File: src/rtl/ccd_readout_seq.sv
// ccd_readout_seq: parametrised CCD frame readout sequencer (54 MHz pixel clock domain).
// Sequence per frame: shutter pulse (thsub), exposure wait, transfer gates (rvt2/rvt3),
// then per output row an N-phase vertical shift (xvt) under hblank followed by H_PIXELS
// active pixel cycles. Supports programmable exposure and vertical binning.
// Ports:
//   clk, reset      pixel clock, asynchronous active-high reset
//   start           single-cycle frame request (ignored while busy)
//   vbin, exposure  binning factor (0 treated as 1) and exposure length, sampled on start
//   xvt             one-hot vertical shift clocks
//   rvt2, rvt3      readout transfer gates
//   thsub           substrate shutter pulse
//   hblank          1 = horizontal clocks stopped
//   pix_valid, pix_x, pix_y  active pixel flag and coordinates
//   busy, done      frame handshake
module ccd_readout_seq #(
  parameter int unsigned H_PIXELS   = 1024,
  parameter int unsigned H_BLANK    = 64,
  parameter int unsigned V_LINES    = 768,
  parameter int unsigned VT_WIDTH   = 8,
  parameter int unsigned NUM_PHASES = 4,
  parameter int unsigned CW         = 16
) (
  input  logic                  clk,
  input  logic                  reset,
  input  logic                  start,
  input  logic [2:0]            vbin,
  input  logic [23:0]           exposure,
  output logic [NUM_PHASES-1:0] xvt,
  output logic                  rvt2,
  output logic                  rvt3,
  output logic                  thsub,
  output logic                  hblank,
  output logic                  pix_valid,
  output logic [CW-1:0]         pix_x,
  output logic [CW-1:0]         pix_y,
  output logic                  busy,
  output logic                  done
);

  localparam int unsigned CNT_W    = 32;
  localparam int unsigned SHUT_LEN = NUM_PHASES * VT_WIDTH;
  localparam int unsigned XFER_LEN = 2 * VT_WIDTH;
  localparam int unsigned VT_W     = (VT_WIDTH > 1) ? $clog2(VT_WIDTH) : 1;
  localparam int unsigned PH_W     = $clog2(NUM_PHASES);

  typedef enum logic [2:0] {
    S_IDLE, S_SHUTTER, S_EXPOSE, S_XFER, S_LSHIFT, S_HREAD, S_DONE
  } state_t;

  state_t                  state_q, state_d;
  logic [CNT_W-1:0]        cnt_q, cnt_d;
  logic [VT_W-1:0]         vt_q, vt_d;
  logic [PH_W-1:0]         ph_q, ph_d;
  logic [CW-1:0]           ln_q, ln_d;
  logic [CW-1:0]           lines_done_q, lines_done_d;
  logic [2:0]              vbin_q, vbin_d;
  logic [23:0]             exp_q, exp_d;
  logic [CW-1:0]           pix_x_q, pix_x_d;
  logic [CW-1:0]           pix_y_q, pix_y_d;
  logic [NUM_PHASES-1:0]   xvt_q, xvt_d;
  logic                    rvt_q, rvt_d;
  logic                    thsub_q, thsub_d;
  logic                    hblank_q, hblank_d;
  logic                    pix_valid_q, pix_valid_d;
  logic                    busy_q, busy_d;
  logic                    done_q, done_d;

  // Lines binned into the current row and the resulting LSHIFT length.
  logic [CW-1:0]    rem_c;
  logic [CW-1:0]    n_c;
  logic [CNT_W-1:0] shift_len_c;
  logic [CNT_W-1:0] row_len_c;

  always_comb begin
    rem_c       = CW'(V_LINES) - lines_done_q;
    n_c         = (CW'(vbin_q) < rem_c) ? CW'(vbin_q) : rem_c;
    shift_len_c = CNT_W'(n_c) * CNT_W'(SHUT_LEN);
    row_len_c   = (shift_len_c > CNT_W'(H_BLANK)) ? shift_len_c : CNT_W'(H_BLANK);
  end

  // State register and datapath registers.
  always_ff @(posedge clk or posedge reset) begin
    if (reset) begin
      state_q      <= S_IDLE;
      cnt_q        <= '0;
      vt_q         <= '0;
      ph_q         <= '0;
      ln_q         <= '0;
      lines_done_q <= '0;
      vbin_q       <= '0;
      exp_q        <= '0;
      pix_x_q      <= '0;
      pix_y_q      <= '0;
      xvt_q        <= '0;
      rvt_q        <= 1'b0;
      thsub_q      <= 1'b0;
      hblank_q     <= 1'b1;
      pix_valid_q  <= 1'b0;
      busy_q       <= 1'b0;
      done_q       <= 1'b0;
    end else begin
      state_q      <= state_d;
      cnt_q        <= cnt_d;
      vt_q         <= vt_d;
      ph_q         <= ph_d;
      ln_q         <= ln_d;
      lines_done_q <= lines_done_d;
      vbin_q       <= vbin_d;
      exp_q        <= exp_d;
      pix_x_q      <= pix_x_d;
      pix_y_q      <= pix_y_d;
      xvt_q        <= xvt_d;
      rvt_q        <= rvt_d;
      thsub_q      <= thsub_d;
      hblank_q     <= hblank_d;
      pix_valid_q  <= pix_valid_d;
      busy_q       <= busy_d;
      done_q       <= done_d;
    end
  end

  // Next-state and counter logic; outputs are decoded from the next state so they register in step.
  always_comb begin
    state_d      = state_q;
    cnt_d        = cnt_q;
    vt_d         = vt_q;
    ph_d         = ph_q;
    ln_d         = ln_q;
    lines_done_d = lines_done_q;
    vbin_d       = vbin_q;
    exp_d        = exp_q;
    pix_x_d      = '0;
    pix_y_d      = pix_y_q;

    case (state_q)
      S_IDLE: begin
        if (start) begin
          vbin_d       = (vbin == 3'd0) ? 3'd1 : vbin;
          exp_d        = exposure;
          lines_done_d = '0;
          pix_y_d      = '0;
          cnt_d        = '0;
          state_d      = S_SHUTTER;
        end
      end
      S_SHUTTER: begin
        cnt_d = cnt_q + CNT_W'(1);
        if (cnt_q == CNT_W'(SHUT_LEN - 1)) begin
          cnt_d   = '0;
          state_d = (exp_q == 24'd0) ? S_XFER : S_EXPOSE;
        end
      end
      S_EXPOSE: begin
        cnt_d = cnt_q + CNT_W'(1);
        if (cnt_q == CNT_W'(exp_q) - CNT_W'(1)) begin
          cnt_d   = '0;
          state_d = S_XFER;
        end
      end
      S_XFER: begin
        cnt_d = cnt_q + CNT_W'(1);
        if (cnt_q == CNT_W'(XFER_LEN - 1)) begin
          cnt_d   = '0;
          vt_d    = '0;
          ph_d    = '0;
          ln_d    = '0;
          state_d = S_LSHIFT;
        end
      end
      S_LSHIFT: begin
        cnt_d = cnt_q + CNT_W'(1);
        // Step through VT_WIDTH cycles per phase, NUM_PHASES phases per line, n lines.
        if (ln_q < n_c) begin
          if (vt_q == VT_W'(VT_WIDTH - 1)) begin
            vt_d = '0;
            if (ph_q == PH_W'(NUM_PHASES - 1)) begin
              ph_d = '0;
              ln_d = ln_q + CW'(1);
            end else begin
              ph_d = ph_q + PH_W'(1);
            end
          end else begin
            vt_d = vt_q + VT_W'(1);
          end
        end
        if (cnt_q == row_len_c - CNT_W'(1)) begin
          cnt_d        = '0;
          lines_done_d = lines_done_q + n_c;
          state_d      = S_HREAD;
        end
      end
      S_HREAD: begin
        pix_x_d = pix_x_q + CW'(1);
        if (pix_x_q == CW'(H_PIXELS - 1)) begin
          pix_x_d = '0;
          if (lines_done_q == CW'(V_LINES)) begin
            state_d = S_DONE;
          end else begin
            pix_y_d = pix_y_q + CW'(1);
            vt_d    = '0;
            ph_d    = '0;
            ln_d    = '0;
            cnt_d   = '0;
            state_d = S_LSHIFT;
          end
        end
      end
      S_DONE: begin
        state_d = S_IDLE;
      end
      default: begin
        state_d = S_IDLE;
      end
    endcase

    xvt_d       = '0;
    if (state_d == S_LSHIFT && ln_d < n_c) begin
      xvt_d = NUM_PHASES'(1) << ph_d;
    end
    rvt_d       = (state_d == S_XFER);
    thsub_d     = (state_d == S_SHUTTER);
    hblank_d    = (state_d != S_HREAD);
    pix_valid_d = (state_d == S_HREAD);
    busy_d      = (state_d != S_IDLE) && (state_d != S_DONE);
    done_d      = (state_d == S_DONE);
  end

  assign xvt       = xvt_q;
  assign rvt2      = rvt_q;
  assign rvt3      = rvt_q;
  assign thsub     = thsub_q;
  assign hblank    = hblank_q;
  assign pix_valid = pix_valid_q;
  assign pix_x     = pix_x_q;
  assign pix_y     = pix_y_q;
  assign busy      = busy_q;
  assign done      = done_q;

endmodule

File: config.mk
export PLATFORM = sky130hd
export DESIGN_NAME = ccd_readout_seq
export DESIGN_NICKNAME = d
export VERILOG_FILES = /design/src/rtl/ccd_readout_seq.sv
export SDC_FILE = /design/constraint.sdc
export NUM_CORES = 1
export LEC_CHECK = 0
export CAP_MARGIN = 5
export CORE_MARGIN = 3
export CORE_UTILIZATION = 55
export CTS_CLUSTER_SIZE = 28
export DETAILED_ROUTE_END_ITERATION = 12
export GPL_ROUTABILITY_DRIVEN = 0
export PLACE_DENSITY = 0.75
export SETUP_SLACK_MARGIN = 0.15
export SYNTH_ARGS = -nofsm -noshare
export SYNTH_HDL_FRONTEND = slang
export SYNTH_SLANG_ARGS = --single-unit
File: constraint.sdc
create_clock -name clk -period 20 [get_ports clk]
set_clock_uncertainty 0.1 [all_clocks]
set_input_delay 2 -clock clk [delete_from_list [all_inputs] [get_ports clk]]
set_output_delay 2 -clock clk [all_outputs]
set_load 0.02 [all_outputs]
==> results_dict.tcl, run 1 <==
set metrics [dict create \
    ys_seq_area_share_pct 36.5 \
    finalSetupTns_ps 0 \
    route.detailed.drc 0 \
    dieHeight_microns 139 \
    grt_pass1_wl_microns 40400 \
    hold_viol 0 \
    io_pins 73 \
    comb_power_share_pct 6.2 \
    synth-edff-count 0 \
    cts_made_buffers 17 \
    ant_nets 0 \
    synth_area_sq_um 9660 \
    switchingPower_uw 161 \
    crit_slowest_cell "mux2i_1" \
    clk_path_buf_depth 2 \
    async_reset_ff_share_pct 100 \
    max_stage_delay_ps 710 \
    postCtsResizedCells 0 \
    die_area_sq_um 19200 \
    ys_seq_elements 141 \
    slew_headroom_pct 33.2 \
    regArea_sq_um 3530 \
    die_x_microns 139 \
    sw_frac_of_total_pct 24.5 \
    multi_input_area_sq_um 5750 \
    cts_sinks 141 \
    period_needed_ps 7850 \
    rsz0062_at_grt "false" \
    io_buffers 72 \
    drt_wl_total_microns 24000 \
    cellLeakagePower_uw 0.00499 \
    layout_commonest_cell "nand2_1" \
    syn_area_per_cell_sq_um 8.30 \
    grt_usage_pct 25.1 \
    placed_cell_area_sq_um 10500 \
    drive_gt1_share_pct 5.47 \
    crit_required_ps 20200 \
    drv_cap 0 \
    ir_worst_vdd_mv 0.0524 \
    grt_max_degree 74 \
    tightestPinTransition_ps 1000 \
    ys_types 82 \
    hold_buffers 0 \
    clk_pin_slew_worst_paths_ps 60 \
    hp-class "flip-flop to flip-flop" \
    synth_ff_type "dfrtp_1" \
    cts_root_buf "clkbuf_16" \
    status "finished, final reports clean" \
    first_pass_iters 5 \
    insertion_delay_ps 430 \
    cpMostUsedCell "ha_1" \
    power.total_uw 658 \
    finalInstanceArea_sq_um 11100 \
    crit_path_end_kind "flip-flop" \
    syn2layout_area_growth_pct 14.8 \
    r2r_setup_slack_ps 12150 \
    intPower_uw 496 \
    gr-total-overflow 0 \
    hpwl_microns 17000 \
    initial_core_util_pct 57.2 \
    fin_util_pct 65.7 \
    h-tree-depth 4 \
    layout.filler_cells 1392 \
    critPathArrivalTime_ps 8050 \
    layout.nets 1289 \
    num_rows 47 \
    yosys_warnings 0 \
    critPathKind "flip-flop to flip-flop" \
    cts_post_setup_buffers_inserted 0 \
    antenna_found_initial 0 \
    final_cell_mix "nand2_1 (179), dfrtp_1 (140), nor2_1 (98)" \
    fmax_mhz 127 \
    wl_per_cell_microns 16.6 \
    num_vias 8640 \
    critPathMaxFanout 10 \
    power_density_nw_per_um2 59.3 \
    holdWs_ps 430 \
    worstSetupStartpointType "flip-flop" \
    via_per_inst 5.98 \
    drtIter0Drc 683 \
    finalMaxSlewViolations 0 \
    finalCritPeriodShare_pct 39.2 \
    coreArea_sq_um 16900 \
    cts_tree "built" \
    p_clk_share_pct 49.1 \
    p_seq_share_pct 44.7 \
    setup_viol 0 \
    syn-instance-count 1164 \
    grt_pass1_vias 7967 \
    diodes 0 \
]
## power groups by stage
stage | clock [uW] | sequential, uW | combinational [uW]
floorplan | 0 | 296 | 28.9
global placement | 0 | 299 | 39.3
detailed placement | 0 | 299 | 40.3
CTS | 330 | 294 | 40.7
global route | 341 | 295 | 45.8
finish | 323 | 294 | 40.5
## layout make-up
cell class	count	area share, %
clock inverter	13	1.40
clock buffer	19	4.00
sequential	141	31.8
tap	220	2.48
timing repair buffer	77	6.84
multi-input combinational	931	51.9
inverter	44	1.54
## per-stage QoR
stage,cells,setup slack [ps]
floorplan,1189,13190
global placement,1413,12620
detailed placement,1413,12240
CTS,1445,12200
global route,1445,11670
finish,1445,12150
## worst paths after layout
path | depth (start not counted) | end | from
setup / recovery | 29 | xvt[1]$_DFF_PP0_ | lines_done_q[0]$_DFFE_PP0P_
hold / removal | 1 | pix_x[0]$_DFF_PP0_ | pix_x[0]$_DFF_PP0_
setup reg to reg | 29 | xvt[1]$_DFF_PP0_ | lines_done_q[0]$_DFFE_PP0P_
hold reg to reg | 1 | pix_x[0]$_DFF_PP0_ | pix_x[0]$_DFF_PP0_
max in group asynchronous | 3 | lines_done_q[2]$_DFFE_PP0P_ | reset
min in group asynchronous | 2 | pix_x[9]$_DFF_PP0_ | reset
## cell families after synthesis
| kind of cell | count (synthesis) | synth area share (%) |
|---|---|---|
| compound gates | 217 | 14.8 |
| xor+xnor | 71 | 6.58 |
| fa+ha+maj | 47 | 6.17 |
| buf+inv | 117 | 4.92 |
| flops | 141 | 36.5 |
| mux | 16 | 1.85 |
| other cells | 1 | 0.0388 |
| simple gates | 554 | 29.1 |
## critical path: cells and delay by family (launching register included)
| family | cells | cell delay, ps |
|---|---|---|
| flops | 1 | 430 |
| buf+inv | 2 | 210 |
| mux | 1 | 710 |
| fa+ha+maj | 4 | 1220 |
| xor+xnor | 1 | 250 |
| compound gates | 11 | 1800 |
| simple gates | 10 | 3000 |
## cells in the mapped netlist (all sizes together), types with 11 or more instances
library cell	n	area share, %
nand2	179	7.0
dfrtp	140	36
o211ai	11	0.85
clkbuf	56	2.2
and2	19	1.3
o21ai	64	3.3
nor2	99	3.9
inv	44	1.7
nor3	38	2.0
a21o	13	1.0
nor2b	24	1.6
or4	13	1.0
mux2i	11	1.3
or3	12	0.83
a31oi	11	0.71
xnor2	37	3.4
nand3	49	2.6
a21oi	32	1.7
xor2	33	3.0
buf	17	1.0
ha	46	6.0
nand4	35	2.3
nor4	26	2.0
o22ai	21	1.4
and3	21	1.4
## state kept, by name, summed over array words and instances, names as in the netlist
name          cells
cnt_q            32
exp_q            24
lines_done_q     16
ln_q             16
pix_x            16
pix_y            16
xvt               4
state_q           3
vbin_q            3
vt_q              3
ph_q              2
busy              1
done              1
hblank            1
pix_valid         1
rvt2              1
thsub             1
## metal layers
metal  global-route usage [%]  up-vias  part of all wire (%)
met1                     35.0     4166                    45
li1                         -     4222                     -
met5                        0        -                     0
met2                     40.7      225                    48
met4                     6.71        0                   1.4
met3                     4.52       27                   5.3
(Power assumes the default switching activity.)
==> inputs of run 2 (changes only) <==
==> constraint.sdc (replaced) <==
create_clock -name clk -period 7.94 [get_ports clk]
set_clock_uncertainty 0.1 [all_clocks]
set_input_delay 0.794 -clock clk [delete_from_list [all_inputs] [get_ports clk]]
set_output_delay 0.794 -clock clk [all_outputs]
set_load 0.02 [all_outputs]
==> run 2 against run 1 <==
Sequential power increased to 2.5 times the previous value. Register-to-register slack got worse by 12000 ps. First-iteration DRC count grew 19%. Wire length grew 1.5%. Critical endpoint is now xvt[0]$_DFF_PP0_. Largest cell class unchanged.
==> results_dict.tcl, run 2 (same netlist as run 1, synthesis figures left out) <==
set metrics [dict create \
    num_rows 47 \
    dieHeight_microns 139 \
    grt_max_degree 74 \
    r2r_start "lines_done_q[1]$_DFFE_PP0P_" \
    clk_path_buf_depth 2 \
    finalSetupTns_ps 0 \
    status "finished, final reports clean" \
    rsz0062_at_grt "false" \
    power_density_nw_per_um2 150 \
    period_needed_ps 7290 \
    largest_registers "cnt_q (32), exp_q (24)" \
    io_pins 73 \
    drt_wl_total_microns 24300 \
    r2r_cells 31 \
    hold_viol 0 \
    grt_pass1_vias 8158 \
    critPathKind "flip-flop to flip-flop" \
    critPathMaxFanout 10 \
    wl_per_cell_microns 16.8 \
    hpwl_microns 16900 \
    layout_commonest_cell "nand2_1" \
    grt_pass1_wl_microns 41100 \
    regMostFlops "cnt_q" \
    diodes 0 \
    ant_nets 0 \
    cts_made_buffers 17 \
    critPathArrivalTime_ps 7520 \
    hold_buffers 0 \
    largest_register_ff_count 32 \
    max_stage_delay_ps 510 \
    via_per_inst 6.03 \
    layout.nets 1293 \
    coreArea_sq_um 16900 \
    worstSetupStartpointType "flip-flop" \
    first_pass_iters 5 \
    syn2layout_area_growth_pct 15.4 \
    h-tree-depth 4 \
    cpMostUsedCell "ha_1" \
    ir_worst_vdd_mv 0.159 \
    drtIter0Drc 816 \
    power.total_uw 1670 \
    antenna_found_initial 0 \
    crit_slowest_cell "or4_1" \
    num_vias 8737 \
    startpoint "lines_done_q[1]$_DFFE_PP0P_" \
    initial_core_util_pct 57.2 \
    die_x_microns 139 \
    crit_required_ps 8170 \
    grt_usage_pct 25.5 \
    crit_path_end_kind "flip-flop" \
    io_buffers 72 \
    finalCritPeriodShare_pct 91.8 \
    endpoint "xvt[0]$_DFF_PP0_" \
    r2r_setup_slack_ps 650 \
    setup_viol 0 \
    cts_root_buf "clkbuf_16" \
    route.detailed.drc 0 \
    clk_pin_slew_worst_paths_ps 60 \
    slew_headroom_pct 29.4 \
    final_cell_mix "nand2_1 (179), dfrtp_1 (139), nor2_1 (97)" \
    die_area_sq_um 19200 \
    drive_gt1_share_pct 6.18 \
    cts_tree "built" \
    tightestPinTransition_ps 1060 \
    finalMaxSlewViolations 0 \
    cellLeakagePower_uw 0.00503 \
    fmax_mhz 137 \
    insertion_delay_ps 430 \
    hp-class "flip-flop to flip-flop" \
    cts_sinks 141 \
    gr-total-overflow 0 \
    worstReg2RegEnd "xvt[0]$_DFF_PP0_" \
    drv_cap 0 \
]
-- run 2: where the power goes --
group	leakage (uW)	switching (uW)	internal [uW]
logic	0.00287	58.0	44.5
registers	0.00187	14.5	727
clock network	0.000294	338	486
total	0.00503	411	1260
-- run 2: worst max-delay path, delay by kind of cell, from the launching register on --
kind	cells	cell delay (ps)
buffers and inverters	3	360
multiplexers	1	410
flip-flops	1	410
AND/OR/NAND/NOR	10	2630
XOR/XNOR	1	160
AO/OA/AOI/OAI	12	1980
adder cells (fa/ha/maj)	4	1130
-- run 2: repair_timing --
action / 4_1_cts / 5_1_grt
setup buffers: 0 / 3
gates resized for setup: 0 / 5
setup endpoints to repair: 0 / 4
-- run 2: metrics by stage --
stage	hold WS (ps)	cells	util (%)	setup WS (ps)	cell area, sq um
detailed placement	424	1414	62.2	328	10500
finish	427	1449	66.0	648	11100
floorplan	370	1189	-	1130	9750
global placement	405	1414	62.2	591	10500
CTS	433	1446	65.8	303	11100
global route	465	1449	66.0	125	11100
-- run 2: worst min path at each step --
| stage | start | endpoint | slack (ps) | cells past startpoint |
|---|---|---|---|---|
| final | pix_x[0]$_DFF_PP0_ | pix_x[0]$_DFF_PP0_ | 430 | 1 |
| after global routing | pix_x[0]$_DFF_PP0_ | pix_x[0]$_DFF_PP0_ | 460 | 1 |
| after CTS | pix_x[0]$_DFF_PP0_ | pix_x[0]$_DFF_PP0_ | 430 | 1 |
| after detailed placement | pix_x[0]$_DFF_PP0_ | pix_x[0]$_DFF_PP0_ | 420 | 1 |
| after global placement | pix_x[0]$_DFF_PP0_ | pix_x[0]$_DFF_PP0_ | 400 | 1 |
| after floorplan | vbin_q[0]$_DFFE_PP0P_ | vbin_q[0]$_DFFE_PP0P_ | 370 | 2 |
-- run 2: final cells by class --
class	instances	area, sq um
clock buffer	19	453
clock inverter	13	155
fill	1440	5730
inverter	44	170
multi-input combinational	931	5770
sequential	141	3530
tap	220	275
timing repair buffer	81	788
-- run 2: routing by layer --
layer,part of all wire [%],track usage (%),vias up
li1,-,-,4232
met1,45,35.7,4220
met2,49,40.9,252
met3,5.0,5.28,33
met4,1.5,6.40,0
met5,0,0,-
==> inputs of run 3 (changes only) <==
==> constraint.sdc (replaced) <==
create_clock -name clk -period 7.94 [get_ports clk]
set_clock_uncertainty 0.1 [all_clocks]
set_input_delay 1.588 -clock clk [delete_from_list [all_inputs] [get_ports clk]]
set_output_delay 1.588 -clock clk [all_outputs]
set_load 0.02 [all_outputs]
==> results of run 3 <==
The final DEF is identical to that of run 2. Status: finished, final reports clean.
